### src/rtl/fp_mac_acc.sv
// Streamed floating-point multiply-accumulate: multiplies sample x coefficient,
// sums a frame in a wide internal format, and rounds the total on the last tap.
module fp_mac_acc #(
  parameter int EXP_W   = 5,
  parameter int MAN_W   = 10,
  parameter int GUARD_W = 3,
  parameter int CNT_W   = 8
) (
  input  logic                 clk,
  input  logic                 rst,
  input  logic                 in_valid,
  output logic                 in_ready,
  input  logic [EXP_W+MAN_W:0] in_a,
  input  logic [EXP_W+MAN_W:0] in_b,
  input  logic                 in_last,
  output logic                 out_valid,
  input  logic                 out_ready,
  output logic [EXP_W+MAN_W:0] out_y,
  output logic [CNT_W-1:0]     out_taps,
  output logic                 out_ovf,
  output logic                 out_uf
);

  localparam int W     = 1 + EXP_W + MAN_W;
  localparam int PW    = 2 * (MAN_W + 1);
  localparam int ACC_W = PW + GUARD_W;
  localparam int EXT   = ACC_W + 1;
  localparam int PEW   = EXP_W + 2;
  localparam int AEW   = EXP_W + 4;
  localparam int LZW   = $clog2(EXT + 1);
  localparam int BIAS  = (1 << (EXP_W - 1)) - 1;
  localparam int EMAX  = (1 << EXP_W) - 1;

  function automatic logic [LZW-1:0] lzc(input logic [EXT-1:0] v);
    lzc = LZW'(EXT);
    for (int i = 0; i < EXT; i++) begin
      if (v[i]) lzc = LZW'(EXT - 1 - i);
    end
  endfunction

  // Valid/ready: a transfer happens on a rising clk edge where valid && ready.
  // Once out_valid rises, out_y/out_taps/flags hold until out_ready, and every
  // pipeline register stalls with them, so in_ready simply mirrors that enable.
  logic adv;
  assign adv      = !out_valid || out_ready;
  assign in_ready = adv;

  logic                  sa, sb;
  logic [EXP_W-1:0]      ea, eb;
  logic [MAN_W-1:0]      fa, fb;
  logic [MAN_W:0]        ma, mb;
  logic signed [PEW-1:0] uea, ueb;

  assign {sa, ea, fa} = in_a;
  assign {sb, eb, fb} = in_b;
  assign ma  = {|ea, fa};
  assign mb  = {|eb, fb};
  assign uea = (ea == '0) ? PEW'(1 - BIAS) : $signed(PEW'(ea)) - PEW'(BIAS);
  assign ueb = (eb == '0) ? PEW'(1 - BIAS) : $signed(PEW'(eb)) - PEW'(BIAS);

  logic                  s1_valid, s1_sign, s1_zero, s1_last;
  logic [PW-1:0]         s1_man;
  logic signed [PEW-1:0] s1_exp;

  always_ff @(posedge clk or posedge rst) begin
    if (rst) begin
      s1_valid <= 1'b0;
      s1_sign  <= 1'b0;
      s1_zero  <= 1'b0;
      s1_last  <= 1'b0;
      s1_man   <= '0;
      s1_exp   <= '0;
    end else if (adv) begin
      s1_valid <= in_valid;
      if (in_valid) begin
        s1_sign <= sa ^ sb;
        s1_man  <= PW'(ma) * PW'(mb);
        s1_exp  <= uea + ueb;
        s1_zero <= (ma == '0) || (mb == '0);
        s1_last <= in_last;
      end
    end
  end

  // Accumulator magnitude has one integer bit; its LSB is a sticky bit that
  // takes part in add/subtract so rounding sees bits shifted out during alignment.
  logic                  acc_nz, acc_sign;
  logic signed [AEW-1:0] acc_exp;
  logic [EXT-1:0]        acc_mag;
  logic [CNT_W-1:0]      acc_cnt;

  logic                  s2_valid, s2_nz, s2_sign;
  logic signed [AEW-1:0] s2_exp;
  logic [EXT-1:0]        s2_mag;
  logic [CNT_W-1:0]      s2_taps;

  logic                  x_sign, big_s, sm_s, r_s, sum_nz, sum_s;
  logic signed [AEW-1:0] p_exp, x_exp, big_e, sm_e, sum_e;
  logic [EXT-1:0]        p_mag, x_mag, big_m, sm_m, al, sum_m;
  logic signed [AEW:0]   ediff;
  logic [LZW-1:0]        shamt, lz;
  logic [2*EXT-1:0]      sh_full;
  logic [EXT:0]          r;
  logic [CNT_W-1:0]      cnt_inc;

  assign p_exp   = AEW'(s1_exp) + AEW'(1);
  assign p_mag   = {s1_man, {(GUARD_W + 1){1'b0}}};
  assign cnt_inc = (&acc_cnt) ? acc_cnt : acc_cnt + CNT_W'(1);

  always_comb begin
    x_sign = acc_nz ? acc_sign : s1_sign;
    x_exp  = acc_nz ? acc_exp : p_exp;
    x_mag  = acc_nz ? acc_mag : '0;
    if (x_exp >= p_exp) begin
      big_s = x_sign;  big_e = x_exp; big_m = x_mag;
      sm_s  = s1_sign; sm_e  = p_exp; sm_m  = p_mag;
    end else begin
      big_s = s1_sign; big_e = p_exp; big_m = p_mag;
      sm_s  = x_sign;  sm_e  = x_exp; sm_m  = x_mag;
    end
    ediff   = (AEW+1)'(big_e) - (AEW+1)'(sm_e);
    shamt   = (ediff >= (AEW+1)'(EXT)) ? LZW'(EXT) : ediff[LZW-1:0];
    sh_full = {sm_m, {EXT{1'b0}}} >> shamt;
    al      = sh_full[2*EXT-1:EXT] | {{(EXT-1){1'b0}}, |sh_full[EXT-1:0]};
    if (big_s == sm_s) begin
      r   = {1'b0, big_m} + {1'b0, al};
      r_s = big_s;
    end else if (big_m >= al) begin
      r   = {1'b0, big_m - al};
      r_s = big_s;
    end else begin
      r   = {1'b0, al - big_m};
      r_s = sm_s;
    end
    lz = lzc(r[EXT-1:0]);
    if (s1_zero) begin
      sum_nz = acc_nz; sum_s = acc_sign; sum_e = acc_exp; sum_m = acc_mag;
    end else if (r[EXT]) begin
      sum_nz = 1'b1;
      sum_s  = r_s;
      sum_e  = big_e + AEW'(1);
      sum_m  = {r[EXT:2], r[1] | r[0]};
    end else if (r[EXT-1:0] == '0) begin
      sum_nz = 1'b0; sum_s = 1'b0; sum_e = '0; sum_m = '0;
    end else begin
      sum_nz = 1'b1;
      sum_s  = r_s;
      sum_e  = big_e - $signed(AEW'(lz));
      sum_m  = r[EXT-1:0] << lz;
    end
  end

  always_ff @(posedge clk or posedge rst) begin
    if (rst) begin
      acc_nz   <= 1'b0;
      acc_sign <= 1'b0;
      acc_exp  <= '0;
      acc_mag  <= '0;
      acc_cnt  <= '0;
      s2_valid <= 1'b0;
      s2_nz    <= 1'b0;
      s2_sign  <= 1'b0;
      s2_exp   <= '0;
      s2_mag   <= '0;
      s2_taps  <= '0;
    end else if (adv) begin
      s2_valid <= s1_valid && s1_last;
      if (s1_valid) begin
        if (s1_last) begin
          s2_nz    <= sum_nz;
          s2_sign  <= sum_s;
          s2_exp   <= sum_e;
          s2_mag   <= sum_m;
          s2_taps  <= cnt_inc;
          acc_nz   <= 1'b0;
          acc_sign <= 1'b0;
          acc_exp  <= '0;
          acc_mag  <= '0;
          acc_cnt  <= '0;
        end else begin
          acc_nz   <= sum_nz;
          acc_sign <= sum_s;
          acc_exp  <= sum_e;
          acc_mag  <= sum_m;
          acc_cnt  <= cnt_inc;
        end
      end
    end
  end

  logic [MAN_W:0]      rm;
  logic                g_bit, r_bit, st_bit, rinc;
  logic [MAN_W+1:0]    rnd;
  logic [MAN_W-1:0]    frac_n;
  logic signed [AEW:0] bexp;
  logic [W-1:0]        y_n;
  logic                ovf_n, uf_n;

  assign rm     = s2_mag[EXT-1 -: MAN_W+1];
  assign g_bit  = s2_mag[EXT-2-MAN_W];
  assign r_bit  = s2_mag[EXT-3-MAN_W];
  assign st_bit = |s2_mag[EXT-4-MAN_W:0];
  assign rinc   = g_bit & (r_bit | st_bit | rm[0]);
  assign rnd    = {1'b0, rm} + (MAN_W+2)'(rinc);
  assign frac_n = rnd[MAN_W+1] ? rnd[MAN_W:1] : rnd[MAN_W-1:0];
  assign bexp   = (AEW+1)'(s2_exp) + (AEW+1)'(BIAS)
                + $signed({{AEW{1'b0}}, rnd[MAN_W+1]});

  always_comb begin
    y_n   = '0;
    ovf_n = 1'b0;
    uf_n  = 1'b0;
    if (!s2_nz) begin
      y_n = '0;
    end else if (bexp >= (AEW+1)'(EMAX)) begin
      y_n   = {s2_sign, EXP_W'(EMAX - 1), {MAN_W{1'b1}}};
      ovf_n = 1'b1;
    end else if (bexp <= (AEW+1)'(0)) begin
      y_n  = {s2_sign, {(EXP_W + MAN_W){1'b0}}};
      uf_n = 1'b1;
    end else begin
      y_n = {s2_sign, bexp[EXP_W-1:0], frac_n};
    end
  end

  always_ff @(posedge clk or posedge rst) begin
    if (rst) begin
      out_valid <= 1'b0;
      out_y     <= '0;
      out_taps  <= '0;
      out_ovf   <= 1'b0;
      out_uf    <= 1'b0;
    end else if (adv) begin
      out_valid <= s2_valid;
      if (s2_valid) begin
        out_y    <= y_n;
        out_taps <= s2_taps;
        out_ovf  <= ovf_n;
        out_uf   <= uf_n;
      end
    end
  end

endmodule
### config.mk
export PLATFORM = sky130hd
export DESIGN_NAME = fp_mac_acc
export DESIGN_NICKNAME = d
export VERILOG_FILES = /design/src/rtl/fp_mac_acc.sv
export SDC_FILE = /design/constraint.sdc
export NUM_CORES = 1
export LEC_CHECK = 0
export CAP_MARGIN = 5
export CELL_PAD_IN_SITES_DETAIL_PLACEMENT = 1
export CELL_PAD_IN_SITES_GLOBAL_PLACEMENT = 1
export CORE_MARGIN = 5
export CORE_UTILIZATION = 44
export DETAILED_ROUTE_END_ITERATION = 8
export GPL_TIMING_DRIVEN = 0
export HOLD_SLACK_MARGIN = 0.08
export PLACE_DENSITY = 0.77
export SLEW_MARGIN = 20
export SYNTH_ARGS = -nofsm -noshare
export SYNTH_HDL_FRONTEND = slang
export SYNTH_SLANG_ARGS = --single-unit
### constraint.sdc
create_clock -name clk -period 14.2 [get_ports clk]
set_clock_uncertainty 0.05 [all_clocks]
set_input_delay 2.84 -clock clk [delete_from_list [all_inputs] [get_ports clk]]
set_output_delay 2.84 -clock clk [all_outputs]
set_load 0.01 [all_outputs]
==> results.yml, run 1 <==
clock_network:
  root_buffer: "clkbuf_16"
  cts_num_sinks: 151
  h-tree-depth: 4
  clk_path_buf_depth: 2
  cts_buffers: 17
  clk_pin_slew_ps: 80
  cts_tree: "done"
  clkLatencyLatePin_ps: 450
  ctsHoldBuffers: 0
global_routing:
  antenna_found_initial: 1
  grt_first_pass_wirelength_um: 151000
  grt_util_all_layers_pct: 35.9
  overflow: 0
  grt_pass1_vias: 25000
  grt_max_degree: 89
critical_path:
  cp-end-kind: "flip-flop"
  r2r-end: "acc_exp[7]"
  critPathLaunchType: "flip-flop"
  cp.required_ps: 14470
  cp_slowest_stage_delay_ps: 570
  reg2reg_setup_slack_ps: 350
  rr_worst_depth: 57
  cp_max_fo: 19
  worstSetupPathType: "reg2reg"
  startpoint: "acc_nz"
  cp_slowest_cell: "or4_4"
  critPathArrivalTime_ps: 14120
  rr_startpoint: "acc_nz"
timing:
  setup_tns_ps: 0
  slew-limit-headroom_pct: 26.9
  finalHoldViolations: 0
  setup_viol: 0
  worst_slew_pin_slew_ps: 1070
  setup_slack_ps: 349
  final.period_utilization_pct: 97.5
  post-route-min-period_ps: 13850
  maxSlewViolCount: 0
  max_freq_ghz: 0.0722
route:
  drtAntennaViolNets: 0
  drt-initial-drc-count: 2618
  routed_wl_um: 100000
  routedWlPerCell_um: 26.9
  post-route-drc-count: 0
  drt_pass1_iterations: 5
  vias: 24300
  route.detailed.vias_per_inst: 6.54
finish:
  drive_gt1_share_pct: 13.9
  area_delta_synth_final_pct: 18.6
  layout.nets: 3335
  mostFrequentLayoutCells: "345 x nand2_1, 237 x inv_1, 222 x o21ai_0"
  final_util_pct: 52.7
  antenna_cells: 0
  fin_area_sq_mm: 0.0257
  final_common_cell: "nand2_1"
die:
  die_x_um: 232
  floorplan.initialDensity_pct: 44.4
  dieHeight_um: 232
  num_rows: 81
  ioPinCount: 65
  die_area_sq_mm: 0.0539
  core_area_sq_mm: 0.0488
hold_path:
  holdPathEnd: "s2_taps[2]"
  holdPathStages: 2
  min_from: "s2_taps[2]"
  min_path_type: "reg2reg"
placed_design:
  io_buffers: 64
  place.gp.congestion: 0.989
  dp_hpwl_um: 78100
  pre_cts_slack_ps: -3960
  postPlaceCellArea_sq_mm: 0.0232
synth:
  synth-seq-area-share_pct: 17.4
  syn_area_sq_mm: 0.0217
  synthCells: 2893
  ys_types: 104
  synth_nets: 3184
  synth-seq-cells: 151
  synth_flop_cell: "dfrtp_1"
  synthTopCellsByArea: "dfrtp_1 17%, ha_1 9.7%, fa_1 7.8%"
  synth_edf_count: 0
  yosysTopAreaCell: "dfrtp_1"
  synthArstFlopShare_pct: 100
  syn_area_per_cell_sq_um: 7.50
  synth_top_cell_area_share_pct: 17.4
  ys_warn_count: 0
run:
  maxCapViolCount: 0
run_status:
  status: "complete, no violations"
cell usage after synthesis (15+ instances only):
| cell | n |
|---|---|
| and2_1 | 77 |
| or3_1 | 29 |
| a22o_1 | 18 |
| nor2_1 | 194 |
| nand3_1 | 77 |
| or2_2 | 16 |
| o22ai_1 | 19 |
| dfrtp_1 | 151 |
| mux2i_1 | 48 |
| o211ai_1 | 29 |
| o31ai_1 | 32 |
| and3_1 | 24 |
| nand2_1 | 351 |
| a221oi_1 | 16 |
| nor2b_1 | 17 |
| nor3_1 | 58 |
| buf_2 | 34 |
| xnor2_1 | 60 |
| o21a_1 | 22 |
| fa_1 | 85 |
| clkbuf_1 | 127 |
| or4_1 | 15 |
| ha_1 | 169 |
| xor2_1 | 27 |
| o21bai_1 | 15 |
| o21ai_0 | 240 |
| a31oi_1 | 21 |
| mux2_2 | 39 |
| inv_1 | 241 |
| a21oi_1 | 227 |
| a211oi_1 | 39 |
| a21o_1 | 22 |
| o21ai_1 | 17 |
| nand4_1 | 24 |
| nor4_1 | 24 |
| nand2b_1 | 31 |
kinds of logic (layout without fill, tap and decap cells):
| family | Yosys count | after routing | share of synthesized area, % |
|---|---|---|---|
| compound gates | 906 | 906 | 27.4 |
| xor+xnor | 87 | 87 | 3.51 |
| fa+ha+maj | 254 | 254 | 17.6 |
| buf+inv | 427 | 590 | 7.89 |
| flops | 151 | 151 | 17.4 |
| mux | 89 | 89 | 4.35 |
| simple gates | 979 | 980 | 21.8 |
per-stage QoR:
| step | hold WS, ps | instances |
|---|---|---|
| 6_report | 433 | 3721 |
| 3_3_place_gp | 406 | 3621 |
| 3_5_place_dp | 423 | 3622 |
| 2_1_floorplan | 393 | 2893 |
| 4_1_cts | 439 | 3701 |
| 5_1_grt | 458 | 3721 |
per-layer routing:
metal / wire (um) / part of all wire, % / track usage (%) / up-vias
met5: 32 / 0.032 / 0 / -
met4: 3740 / 3.7 / 11.7 / 4
met3: 7600 / 7.6 / 4.71 / 254
met2: 45600 / 46 / 58.1 / 1150
met1: 43000 / 43 / 49.8 / 12300
li1: - / - / - / 10600
how the worst max path moves through the flow:
stage | slack (ps) | endpoint
floorplan | 880 | s2_exp[8]
global placement | -3720 | s2_exp[6]
detailed placement | -3960 | s2_exp[8]
CTS | 7 | acc_exp[8]
global route | -50 | s2_exp[8]
finish | 350 | acc_exp[7]
sequential cells by signal, summed over array words and instances (netlist names), 7 cells and up:
| name | cells |
|---|---|
| s2_exp | 9 |
| acc_exp | 9 |
| s2_mag | 26 |
| out_y | 16 |
| acc_mag | 26 |
| out_taps | 8 |
| s1_man | 22 |
| acc_cnt | 8 |
| s2_taps | 8 |
| s1_exp | 7 |
area by class of cell:
class | count | area [sq um]
inverter | 246 | 937
tap | 664 | 831
sequential | 151 | 3790
timing repair buffer | 142 | 1260
buffer | 170 | 891
fill | 6083 | 23100
multi-input combinational | 2316 | 17400
clock inverter | 15 | 184
clock buffer | 17 | 425
worst max-delay path, delay by kind of cell (launching register included):
kind / cells / cell delay (ps)
compound gates: 20 / 4580
xor+xnor: 1 / 110
fa+ha+maj: 4 / 1150
buf+inv: 13 / 2240
flops: 1 / 470
mux: 6 / 1870
simple gates: 13 / 3200
what timing repair did:
action | in CTS | in global routing
pin swaps | 39 | 43
gates resized for setup | 202 | 104
setup endpoints to repair | 74 | 71
gates cloned | 0 | 1
setup buffers | 54 | 23
Power of run 1 is left out: the tool's default activity adds up to more than one toggle a clock period on the data nets, which glitch-free logic cannot reach.
==> inputs of run 2 (changes only) <==
Settings changed: CELL_PAD_IN_SITES_DETAIL_PLACEMENT 1 to unset, CELL_PAD_IN_SITES_GLOBAL_PLACEMENT 1 to unset, CORE_UTILIZATION 44 to 50, PLACE_DENSITY 0.77 to 0.67.
==> results.yml, run 2 (synthesis gave the netlist of run 1 again) <==
timing:
  finalHoldViolations: 0
  setup_viol: 0
  post-route-min-period_ps: 13920
  slew-limit-headroom_pct: 22.4
  setup_slack_ps: 280
  worst_slew_pin_slew_ps: 1150
  maxSlewViolCount: 0
  fin_worst_hold_slack_ps: 429
  final.period_utilization_pct: 98.0
  max_freq_ghz: 0.0718
global_routing:
  overflow: 0
  grt_pass1_vias: 23000
  grt_max_degree: 79
  antenna_found_initial: 0
  grt_util_all_layers_pct: 36.7
  grt_first_pass_wirelength_um: 137000
route:
  routed_wl_um: 90200
  drt-initial-drc-count: 3176
  post-route-drc-count: 0
  routedWlPerCell_um: 25.0
  drt_pass1_iterations: 6
  route.detailed.vias_per_inst: 6.61
  drtAntennaViolNets: 0
  vias: 23900
die:
  core_area_sq_mm: 0.0430
  dieHeight_um: 218
  num_rows: 76
  die_area_sq_mm: 0.0477
  ioPinCount: 65
  die_x_um: 218
  floorplan.initialDensity_pct: 50.5
clock_network:
  clkLatencyLatePin_ps: 440
  cts_num_sinks: 151
  ctsHoldBuffers: 0
  clk_path_buf_depth: 2
  cts_tree: "done"
  h-tree-depth: 4
  clk_pin_slew_ps: 70
  root_buffer: "clkbuf_16"
  cts_buffers: 17
finish:
  area_delta_synth_final_pct: 15.3
  fin_area_sq_mm: 0.0250
  layout.nets: 3304
  final_common_cell: "nand2_1"
  mostFrequentLayoutCells: "348 x nand2_1, 238 x inv_1, 228 x o21ai_0"
  drive_gt1_share_pct: 11.4
  top_regs: "acc_mag (26), s2_mag (26), s1_man (22)"
critical_path:
  critPathArrivalTime_ps: 14180
  worstSetupPathType: "reg2reg"
  cp.required_ps: 14460
  critPathLaunchType: "flip-flop"
  path_buf_inv: 10
  critPathTopFamily: "compound AO/OA/AOI/OAI gates"
  cp_slowest_cell: "xnor2_1"
  path_common_cell: "buf_4"
  cp-end-kind: "flip-flop"
  cp_slowest_stage_delay_ps: 660
  cp_max_fo: 19
run:
  maxCapViolCount: 0
placed_design:
  dp_hpwl_um: 71200
  postPlaceCellArea_sq_mm: 0.0231
  pre_cts_slack_ps: -3630
  place.gp.congestion: 1.01
  io_buffers: 64
run_status:
  status: "complete, no violations"
hold_path:
  min_path_type: "reg2reg"
[run 2: worst paths after layout]
path                       startpoint    endpoint  slack (ps)  depth (start not counted)
min reg2reg                   out_ovf     out_ovf         430                          1
max reg2reg                    acc_nz  acc_exp[8]         280                         56
max                            acc_nz  acc_exp[8]         280                         56
min                           out_ovf     out_ovf         430                          1
max in group asynchronous         rst      acc_nz       10480                          3
min in group asynchronous         rst    s2_valid        2810                          2
[run 2: cell type report]
| cell class | count | area [sq um] |
|---|---|---|
| multi-input combinational | 2317 | 17100 |
| inverter | 246 | 933 |
| clock buffer | 17 | 425 |
| clock inverter | 15 | 230 |
| antenna | 2 | 5.00 |
| tap | 585 | 732 |
| sequential | 151 | 3780 |
| fill | 4034 | 18000 |
| buffer | 170 | 847 |
| timing repair buffer | 110 | 1020 |
[run 2: timing repair]
| item | in CTS | in global routing |
|---|---|---|
| gates resized for setup | 147 | 76 |
| setup endpoints to repair | 74 | 64 |
| setup buffers | 32 | 12 |
| pin swaps | 27 | 19 |
| gates cloned | 1 | 1 |
[run 2: per-layer routing]
layer | part of all wire (%) | vias to the layer above | track usage, %
met5 | 0 | - | 0
met3 | 11 | 271 | 7.49
li1 | - | 10600 | -
met4 | 4.6 | 0 | 13.8
met2 | 43 | 1487 | 56.4
met1 | 41 | 11500 | 51.2
[run 2: worst reg2reg max path: cells and delay by family, from the launching register on]
kind	cells	cell delay, ps
compound gates	23	5560
xor+xnor	2	850
fa+ha+maj	5	1400
buf+inv	10	2030
flops	1	450
mux	2	570
simple gates	14	2840
[run 2: through the flow]
stage | std cells | TNS, ps | util [%]
floorplan | 2893 | 0 | -
global placement | 3542 | -172940 | 53.7
detailed placement | 3544 | -186250 | 53.9
CTS | 3603 | 0 | 57.4
global route | 3611 | -281 | 58.2
finish | 3613 | 0 | 58.2
Power of run 2 is left out for the same reason.
